==> src/rtl/alu_pkg.sv <==
// Shared definitions for the ALU sharing arbiter: opcodes, funct3 values,
// FSM encoding and the funct3/funct7 -> ALU opcode decoder.
package alu_pkg;

    localparam logic [3:0] ALU_ADD  = 4'd0;
    localparam logic [3:0] ALU_SUB  = 4'd1;
    localparam logic [3:0] ALU_SLL  = 4'd2;
    localparam logic [3:0] ALU_SLT  = 4'd3;
    localparam logic [3:0] ALU_SLTU = 4'd4;
    localparam logic [3:0] ALU_XOR  = 4'd5;
    localparam logic [3:0] ALU_SRA  = 4'd6;
    localparam logic [3:0] ALU_SRL  = 4'd7;
    localparam logic [3:0] ALU_OR   = 4'd8;
    localparam logic [3:0] ALU_AND  = 4'd9;

    localparam logic [2:0] F3_ADD_SUB = 3'b000;
    localparam logic [2:0] F3_SLL     = 3'b001;
    localparam logic [2:0] F3_SLT     = 3'b010;
    localparam logic [2:0] F3_SLTU    = 3'b011;
    localparam logic [2:0] F3_XOR     = 3'b100;
    localparam logic [2:0] F3_SR      = 3'b101;
    localparam logic [2:0] F3_OR      = 3'b110;
    localparam logic [2:0] F3_AND     = 3'b111;

    typedef enum logic [1:0] {
        ST_IDLE = 2'd0,
        ST_EXEC = 2'd1,
        ST_RESP = 2'd2
    } state_t;

    // Only funct7[5] distinguishes ADD/SUB and SRL/SRA; it is ignored elsewhere.
    function automatic logic [3:0] decode_op(input logic [2:0] func3, input logic [6:0] func7);
        logic [3:0] op;
        op = ALU_ADD;
        case (func3)
            F3_ADD_SUB: op = func7[5] ? ALU_SUB : ALU_ADD;
            F3_SLL:     op = ALU_SLL;
            F3_SLT:     op = ALU_SLT;
            F3_SLTU:    op = ALU_SLTU;
            F3_XOR:     op = ALU_XOR;
            F3_SR:      op = func7[5] ? ALU_SRA : ALU_SRL;
            F3_OR:      op = ALU_OR;
            default:    op = ALU_AND;
        endcase
        return op;
    endfunction

endpackage

==> src/rtl/alu_share_arbiter_if.sv <==
// Bundle of the two request channels, the ALU side and the response channel.
// Handshake rule for every channel: a transfer happens in a cycle where valid
// and ready are both high; the sender keeps payload stable while valid is high
// and ready is low, and ready may depend combinationally on the receiver state.
interface alu_share_arbiter_if #(
    parameter int DW   = 32,
    parameter int TAGW = 4
);
    logic            r0_valid_i;
    logic            r0_ready_o;
    logic [2:0]      r0_func3_i;
    logic [6:0]      r0_func7_i;
    logic [DW-1:0]   r0_opa_i;
    logic [DW-1:0]   r0_opb_i;
    logic [TAGW-1:0] r0_tag_i;

    logic            r1_valid_i;
    logic            r1_ready_o;
    logic [2:0]      r1_func3_i;
    logic [6:0]      r1_func7_i;
    logic [DW-1:0]   r1_opa_i;
    logic [DW-1:0]   r1_opb_i;
    logic [TAGW-1:0] r1_tag_i;

    logic            alu_en_o;
    logic [3:0]      alu_op_o;
    logic [DW-1:0]   alu_a_o;
    logic [DW-1:0]   alu_b_o;
    logic [DW-1:0]   alu_res_i;

    logic            rsp_valid_o;
    logic            rsp_ready_i;
    logic            rsp_id_o;
    logic [TAGW-1:0] rsp_tag_o;
    logic [DW-1:0]   rsp_data_o;

    logic            busy_o;

    modport slave (
        input  r0_valid_i, r0_func3_i, r0_func7_i, r0_opa_i, r0_opb_i, r0_tag_i,
        input  r1_valid_i, r1_func3_i, r1_func7_i, r1_opa_i, r1_opb_i, r1_tag_i,
        output r0_ready_o, r1_ready_o,
        output alu_en_o, alu_op_o, alu_a_o, alu_b_o,
        input  alu_res_i,
        output rsp_valid_o, rsp_id_o, rsp_tag_o, rsp_data_o,
        input  rsp_ready_i,
        output busy_o
    );

    modport master (
        output r0_valid_i, r0_func3_i, r0_func7_i, r0_opa_i, r0_opb_i, r0_tag_i,
        output r1_valid_i, r1_func3_i, r1_func7_i, r1_opa_i, r1_opb_i, r1_tag_i,
        input  r0_ready_o, r1_ready_o,
        input  alu_en_o, alu_op_o, alu_a_o, alu_b_o,
        output alu_res_i,
        input  rsp_valid_o, rsp_id_o, rsp_tag_o, rsp_data_o,
        output rsp_ready_i,
        input  busy_o
    );

endinterface

==> src/rtl/rr_arb2.sv <==
// Two-way round-robin arbiter: a single valid requester always wins, a tie
// goes to the requester named by rr_q. No grant when en is low.
module rr_arb2 (
    input  logic [1:0] valid,
    input  logic       en,
    input  logic       rr_q,
    output logic [1:0] grant
);

    // One-hot grant selection
    always_comb begin
        grant = 2'b00;
        if (en) begin
            if (valid == 2'b11) grant = rr_q ? 2'b10 : 2'b01;
            else                grant = valid;
        end
    end

endmodule

==> src/rtl/alu_share_arbiter.sv <==
// Shares one external combinational ALU between two requesters. Accept ->
// EXEC (ALU driven for one cycle) -> RESP (result held until taken). A new
// request can be accepted in the same cycle the previous result is taken.
module alu_share_arbiter
    import alu_pkg::*;
#(
    parameter int DW   = 32,
    parameter int TAGW = 4
) (
    input  logic                  clk_i,
    input  logic                  rst_ni,
    alu_share_arbiter_if.slave    bus,
    output state_t                dbg_state_o
);

    state_t          state_q, state_d;
    logic            rr_q;
    logic [3:0]      op_q;
    logic [DW-1:0]   a_q, b_q, data_q;
    logic [TAGW-1:0] tag_q;
    logic            id_q;

    logic            accept_win;
    logic [1:0]      grant;
    logic            accept;

    // Accept while idle, or while handing the current result over
    assign accept_win = (state_q == ST_IDLE) || ((state_q == ST_RESP) && bus.rsp_ready_i);

    rr_arb2 u_arb (
        .valid (({bus.r1_valid_i, bus.r0_valid_i})),
        .en    (accept_win),
        .rr_q  (rr_q),
        .grant (grant)
    );

    assign accept         = |grant;
    assign bus.r0_ready_o = grant[0];
    assign bus.r1_ready_o = grant[1];

    assign bus.alu_en_o    = (state_q == ST_EXEC);
    assign bus.alu_op_o    = op_q;
    assign bus.alu_a_o     = a_q;
    assign bus.alu_b_o     = b_q;
    assign bus.rsp_valid_o = (state_q == ST_RESP);
    assign bus.rsp_id_o    = id_q;
    assign bus.rsp_tag_o   = tag_q;
    assign bus.rsp_data_o  = data_q;
    assign bus.busy_o      = (state_q != ST_IDLE);
    assign dbg_state_o     = state_q;

    // FSM state register
    always_ff @(posedge clk_i or negedge rst_ni) begin
        if (!rst_ni) state_q <= ST_IDLE;
        else         state_q <= state_d;
    end

    // FSM next-state logic
    always_comb begin
        state_d = state_q;
        case (state_q)
            ST_IDLE: if (accept) state_d = ST_EXEC;
            ST_EXEC: state_d = ST_RESP;
            ST_RESP: if (bus.rsp_ready_i) state_d = accept ? ST_EXEC : ST_IDLE;
            default: state_d = ST_IDLE;
        endcase
    end

    // Capture the granted request and move round-robin priority to the other side
    always_ff @(posedge clk_i or negedge rst_ni) begin
        if (!rst_ni) begin
            rr_q  <= 1'b0;
            op_q  <= '0;
            a_q   <= '0;
            b_q   <= '0;
            tag_q <= '0;
            id_q  <= 1'b0;
        end else if (accept) begin
            rr_q  <= grant[0];
            id_q  <= grant[1];
            if (grant[1]) begin
                op_q  <= decode_op(bus.r1_func3_i, bus.r1_func7_i);
                a_q   <= bus.r1_opa_i;
                b_q   <= bus.r1_opb_i;
                tag_q <= bus.r1_tag_i;
            end else begin
                op_q  <= decode_op(bus.r0_func3_i, bus.r0_func7_i);
                a_q   <= bus.r0_opa_i;
                b_q   <= bus.r0_opb_i;
                tag_q <= bus.r0_tag_i;
            end
        end
    end

    // Register the ALU result at the end of the execute cycle
    always_ff @(posedge clk_i or negedge rst_ni) begin
        if (!rst_ni)                 data_q <= '0;
        else if (state_q == ST_EXEC) data_q <= bus.alu_res_i;
    end

endmodule
==> src/flat_wrapper.sv <==
// flat-port wrapper written by rule: the top's interface ports become plain ports
module alu_share_arbiter_flat import alu_pkg::*;
#(
    parameter int DW   = 32,
    parameter int TAGW = 4
)
  (clk_i, rst_ni, dbg_state_o, bus_r0_valid_i, bus_r0_func3_i, bus_r0_func7_i, bus_r0_opa_i, bus_r0_opb_i, bus_r0_tag_i, bus_r1_valid_i, bus_r1_func3_i, bus_r1_func7_i, bus_r1_opa_i, bus_r1_opb_i, bus_r1_tag_i, bus_r0_ready_o, bus_r1_ready_o, bus_alu_en_o, bus_alu_op_o, bus_alu_a_o, bus_alu_b_o, bus_alu_res_i, bus_rsp_valid_o, bus_rsp_id_o, bus_rsp_tag_o, bus_rsp_data_o, bus_rsp_ready_i, bus_busy_o);
  alu_share_arbiter_if #(.DW(DW), .TAGW(TAGW)) bus_i ();
  input  logic clk_i;
  input  logic rst_ni;
  output state_t dbg_state_o;
  input wire logic [$bits(bus_i.r0_valid_i)-1:0] bus_r0_valid_i;
  input wire logic [$bits(bus_i.r0_func3_i)-1:0] bus_r0_func3_i;
  input wire logic [$bits(bus_i.r0_func7_i)-1:0] bus_r0_func7_i;
  input wire logic [$bits(bus_i.r0_opa_i)-1:0] bus_r0_opa_i;
  input wire logic [$bits(bus_i.r0_opb_i)-1:0] bus_r0_opb_i;
  input wire logic [$bits(bus_i.r0_tag_i)-1:0] bus_r0_tag_i;
  input wire logic [$bits(bus_i.r1_valid_i)-1:0] bus_r1_valid_i;
  input wire logic [$bits(bus_i.r1_func3_i)-1:0] bus_r1_func3_i;
  input wire logic [$bits(bus_i.r1_func7_i)-1:0] bus_r1_func7_i;
  input wire logic [$bits(bus_i.r1_opa_i)-1:0] bus_r1_opa_i;
  input wire logic [$bits(bus_i.r1_opb_i)-1:0] bus_r1_opb_i;
  input wire logic [$bits(bus_i.r1_tag_i)-1:0] bus_r1_tag_i;
  output wire logic [$bits(bus_i.r0_ready_o)-1:0] bus_r0_ready_o;
  output wire logic [$bits(bus_i.r1_ready_o)-1:0] bus_r1_ready_o;
  output wire logic [$bits(bus_i.alu_en_o)-1:0] bus_alu_en_o;
  output wire logic [$bits(bus_i.alu_op_o)-1:0] bus_alu_op_o;
  output wire logic [$bits(bus_i.alu_a_o)-1:0] bus_alu_a_o;
  output wire logic [$bits(bus_i.alu_b_o)-1:0] bus_alu_b_o;
  input wire logic [$bits(bus_i.alu_res_i)-1:0] bus_alu_res_i;
  output wire logic [$bits(bus_i.rsp_valid_o)-1:0] bus_rsp_valid_o;
  output wire logic [$bits(bus_i.rsp_id_o)-1:0] bus_rsp_id_o;
  output wire logic [$bits(bus_i.rsp_tag_o)-1:0] bus_rsp_tag_o;
  output wire logic [$bits(bus_i.rsp_data_o)-1:0] bus_rsp_data_o;
  input wire logic [$bits(bus_i.rsp_ready_i)-1:0] bus_rsp_ready_i;
  output wire logic [$bits(bus_i.busy_o)-1:0] bus_busy_o;
  assign bus_i.r0_valid_i = bus_r0_valid_i;
  assign bus_i.r0_func3_i = bus_r0_func3_i;
  assign bus_i.r0_func7_i = bus_r0_func7_i;
  assign bus_i.r0_opa_i = bus_r0_opa_i;
  assign bus_i.r0_opb_i = bus_r0_opb_i;
  assign bus_i.r0_tag_i = bus_r0_tag_i;
  assign bus_i.r1_valid_i = bus_r1_valid_i;
  assign bus_i.r1_func3_i = bus_r1_func3_i;
  assign bus_i.r1_func7_i = bus_r1_func7_i;
  assign bus_i.r1_opa_i = bus_r1_opa_i;
  assign bus_i.r1_opb_i = bus_r1_opb_i;
  assign bus_i.r1_tag_i = bus_r1_tag_i;
  assign bus_r0_ready_o = bus_i.r0_ready_o;
  assign bus_r1_ready_o = bus_i.r1_ready_o;
  assign bus_alu_en_o = bus_i.alu_en_o;
  assign bus_alu_op_o = bus_i.alu_op_o;
  assign bus_alu_a_o = bus_i.alu_a_o;
  assign bus_alu_b_o = bus_i.alu_b_o;
  assign bus_i.alu_res_i = bus_alu_res_i;
  assign bus_rsp_valid_o = bus_i.rsp_valid_o;
  assign bus_rsp_id_o = bus_i.rsp_id_o;
  assign bus_rsp_tag_o = bus_i.rsp_tag_o;
  assign bus_rsp_data_o = bus_i.rsp_data_o;
  assign bus_i.rsp_ready_i = bus_rsp_ready_i;
  assign bus_busy_o = bus_i.busy_o;
  alu_share_arbiter #(.DW(DW), .TAGW(TAGW)) u_core (.clk_i(clk_i), .rst_ni(rst_ni), .bus(bus_i), .dbg_state_o(dbg_state_o));
endmodule
==> config.mk <==
export PLATFORM = sky130hd
export DESIGN_NAME = alu_share_arbiter_flat
export DESIGN_NICKNAME = d
export VERILOG_FILES = /design/src/rtl/alu_pkg.sv /design/src/rtl/alu_share_arbiter_if.sv /design/src/rtl/rr_arb2.sv /design/src/rtl/alu_share_arbiter.sv /design/src/flat_wrapper.sv
export SDC_FILE = /design/constraint.sdc
export NUM_CORES = 1
export LEC_CHECK = 0
export CORE_AREA = 2 2 120 122
export DETAILED_ROUTE_END_ITERATION = 10
export DIE_AREA = 0 0 122 124
export GPL_TIMING_DRIVEN = 0
export PLACE_DENSITY_LB_ADDON = 0.08
export SYNTH_ARGS = -nofsm -noshare
export SYNTH_HDL_FRONTEND = slang
export SYNTH_SLANG_ARGS = --single-unit
==> constraint.sdc <==
create_clock -name clk_i -period 3.07 [get_ports clk_i]
set_input_delay 0.7675 -clock clk_i [delete_from_list [all_inputs] [get_ports clk_i]]
set_output_delay 0.7675 -clock clk_i [all_outputs]
set_load 0.05 [all_outputs]
==> metrics <==
io pins=305; Area Overhead vs Synth=73.2%; die area=0.0151 mm2; nets=914; number of flops mapped to enable cells by yosys=0; area leader, netlist=dfrtp_1; mux share of post-synthesis cell area=23.4%; worst setup path end=bus_r1_ready_o; WP data required=2.30 ns; DR WL met3=1.79 mm; Layout Cells excl Fill=906; final WL=15.0 mm; PwrDens=1180 mW/mm2; Final Max Tran Viols=0; clock root buffer master=clkbuf_16; Netlist cell types=29; xor/xnor share of the synthesized area=0%; worst slew pin tran=0.567 ns; Max Fclk=343 MHz; RSZ-0062 raised after global routing=no; Synth Instances=413; FF-to-FF setup slack=1.39 ns; M1 wire length=5.48 mm; Starting Density=35.1%; CTS tree=yes; gr ovfl total=0; Crit. End Element=output pin; Main synth FF type=dfrtp_1; synth top area cells=dfrtp_1 (56%), mux2i_1 (15%), mux2_2 (8.2%); diode count=0; wire per inst=16.6 um; TritonRoute pass-1 iters=4; Final setup viols=0; First DRT Iteration DRCs=119; first-pass GRT wire length=22.2 mm; Clk pin slew, worst setup/hold paths=0.07 ns; Avg Cell Area, Syn=11.7 um2; total global-route track usage=19.3%; area share of and/or/nand/nor cells after synthesis=7.19%; CP startpoint=bus_r0_valid_i; ratio of cells with drive above 1 in the final layout=12.5%; largest net degree at the start of global routing=67; Post-Synth Adder-Cell Area=0%; count leader, synth=dfrtp_1; num rows=43; placer's final routability congestion estimate=0.752; most frequent cells after synthesis=dfrtp_1 (108), a21oi_1 (72), mux2i_1 (72), nor2_1 (72), mux2_2 (35); Reg2Reg Depth=6; synthesized cell area=0.00482 mm2; Max Cap Viol=0; syn nets=606; Fin. Hold Viols=0; Critical Path Fanout Max=10; CTS sink count=108; CP Class=input pin to output pin; classification of the worst-slack hold path=input pin to async pin; status=completed; CTS Buf Count=9; peak supply drop=691 uV; Hold Slack=0.408 ns; top-area cell type share of the netlist area=56.0%; Finished Cell Area=0.00835 mm2; Synth Register Bits=108; worst path arrival time=2.15 ns; placed cells=886; clk buf depth=2; DRC viols=0; crit-path cells=clkdlybuf4s50_1, inv_2, o2111ai_2, buf_6, buf_6, inv_1, buf_2; Leakage Power=3.74 nW; crit share post-route=95.0%; PnR worst setup slack=0.152 ns; DRT antenna net count=0; vias after detailed routing=4227; initial antenna violation count=0; drt via density=4.67; dpl cell area=0.00800 mm2; vias in the first global route=4425; CTS H-Tree Depth=3; reg2reg end=u_core.bus.alu_op_o[0]; Yosys Warn Count=0; startpoint types=input pin; minimum clock period=2.92 ns; CP max stage delay=0.53 ns; Die Height=124 um; cell mode on critical path=buf_6; post-synthesis compound-gate area fraction=9.13%; async set-or-reset flop fraction in the synthesized netlist=100%; Slew headroom=62.1%; Highest Signal Layer=met4; Core ar.=0.0137 mm2; Setup WS pre-CTS=-0.483 ns; wire length on met2=7.58 mm; die width=122 um; Clock Latency Late Sink=0.34 ns; largest family of logic cells by synthesized area=multiplexers; CP max-delay cell=clkdlybuf4s50_1; clock skew=0.00513 ns; Seq/Total Area, Yosys=56.0%; PortBufs=292; RR Startpoint=u_core.dbg_state_o[1]; HPWL Detailed=11.9 mm
timing repair:
action / 4_1_cts / 5_1_grt
hold buffers: 0 / 0
gates resized for setup: 11 / 0
buffers inserted: 0 / 4
endpoints found under the setup margin: 3 / 1
kinds of logic (layout without fill, tap and decap cells):
| group | count (synthesis) | in the layout |
|---|---|---|
| mux | 108 | 108 |
| flops | 108 | 108 |
| simple gates | 84 | 84 |
| buf+inv | 32 | 345 |
| compound gates | 81 | 81 |
flip-flops by register name, indices dropped and copies added, names as in the netlist:
| signal | flops |
|---|---|
| u_core.rr_q | 1 |
| u_core.bus.rsp_data_o | 32 |
| u_core.bus.rsp_tag_o | 4 |
| u_core.bus.alu_a_o | 32 |
| u_core.bus.alu_op_o | 4 |
| u_core.bus.rsp_id_o | 1 |
| u_core.dbg_state_o | 2 |
| u_core.bus.alu_b_o | 32 |
per-stage QoR:
stage               power (mW)  util [%]  setup TNS [ns]
global route              10.3      60.9               0
global placement          8.54      58.1         -318.10
detailed placement        8.63      58.3          -0.931
CTS                       9.95      60.7               0
floorplan                 6.42         -               0
finish                    9.85      60.9               0
metal layers:
| metal | vias up | global-route usage [%] |
|---|---|---|
| li1 | 2044 | - |
| met1 | 1991 | 20.9 |
| met2 | 180 | 34.3 |
| met3 | 12 | 8.06 |
| met4 | 0 | 6.25 |
| met5 | - | 0 |
critical path, delay by kind of cell:
family / cells / cell delay, ns
compound gates: 1 / 0.19
buf+inv: 6 / 1.20
power breakdown:
group / switching (mW) / leakage, nW / internal, mW / total (mW)
combinational: 3.87 / 2.35 / 2.17 / 6.04
sequential: 0.380 / 1.22 / 2.13 / 2.51
clock: 0.512 / 0.162 / 0.783 / 1.29
how the worst min path moves through the flow:
stage	startpoint	to	slack [ns]
floorplan	rst_ni	u_core.bus.alu_a_o[0]	0.47
global placement	u_core.bus.rsp_id_o	u_core.bus.rsp_id_o	0.46
detailed placement	u_core.bus.rsp_id_o	u_core.bus.rsp_id_o	0.47
CTS	rst_ni	u_core.bus.alu_a_o[3]	0.42
global route	rst_ni	u_core.bus.alu_a_o[3]	0.45
finish	rst_ni	u_core.bus.alu_a_o[3]	0.41
cell type report:
type	instances	area [um2]
Buffer	26	184
Clock buffer	13	270
Clock inverter	3	67.6
Fill cell	1155	5370
Inverter	6	22.5
Multi-Input combinational cell	273	1910
Sequential cell	108	2700
Tap cell	180	225
Timing Repair Buffer	297	2970
placed cells by master (no fill, tap or decap), drive strengths merged, types with 2 or more instances in the layout:
master         synthesis  layout
mux2i                 72      72
inv                    6       6
nand2                  3       3
dfrtp                108     108
nor2                  73      73
mux2                  36      36
buf                   22      30
clkdlybuf4s50          0     288
and2                   2       2
o21ai                  2       2
nor2b                  2       2
a21oi                 72      72
bufinv                 0       2
clkbuf                 4      17
nand2b                 2       2
(Power assumes the default switching activity.)
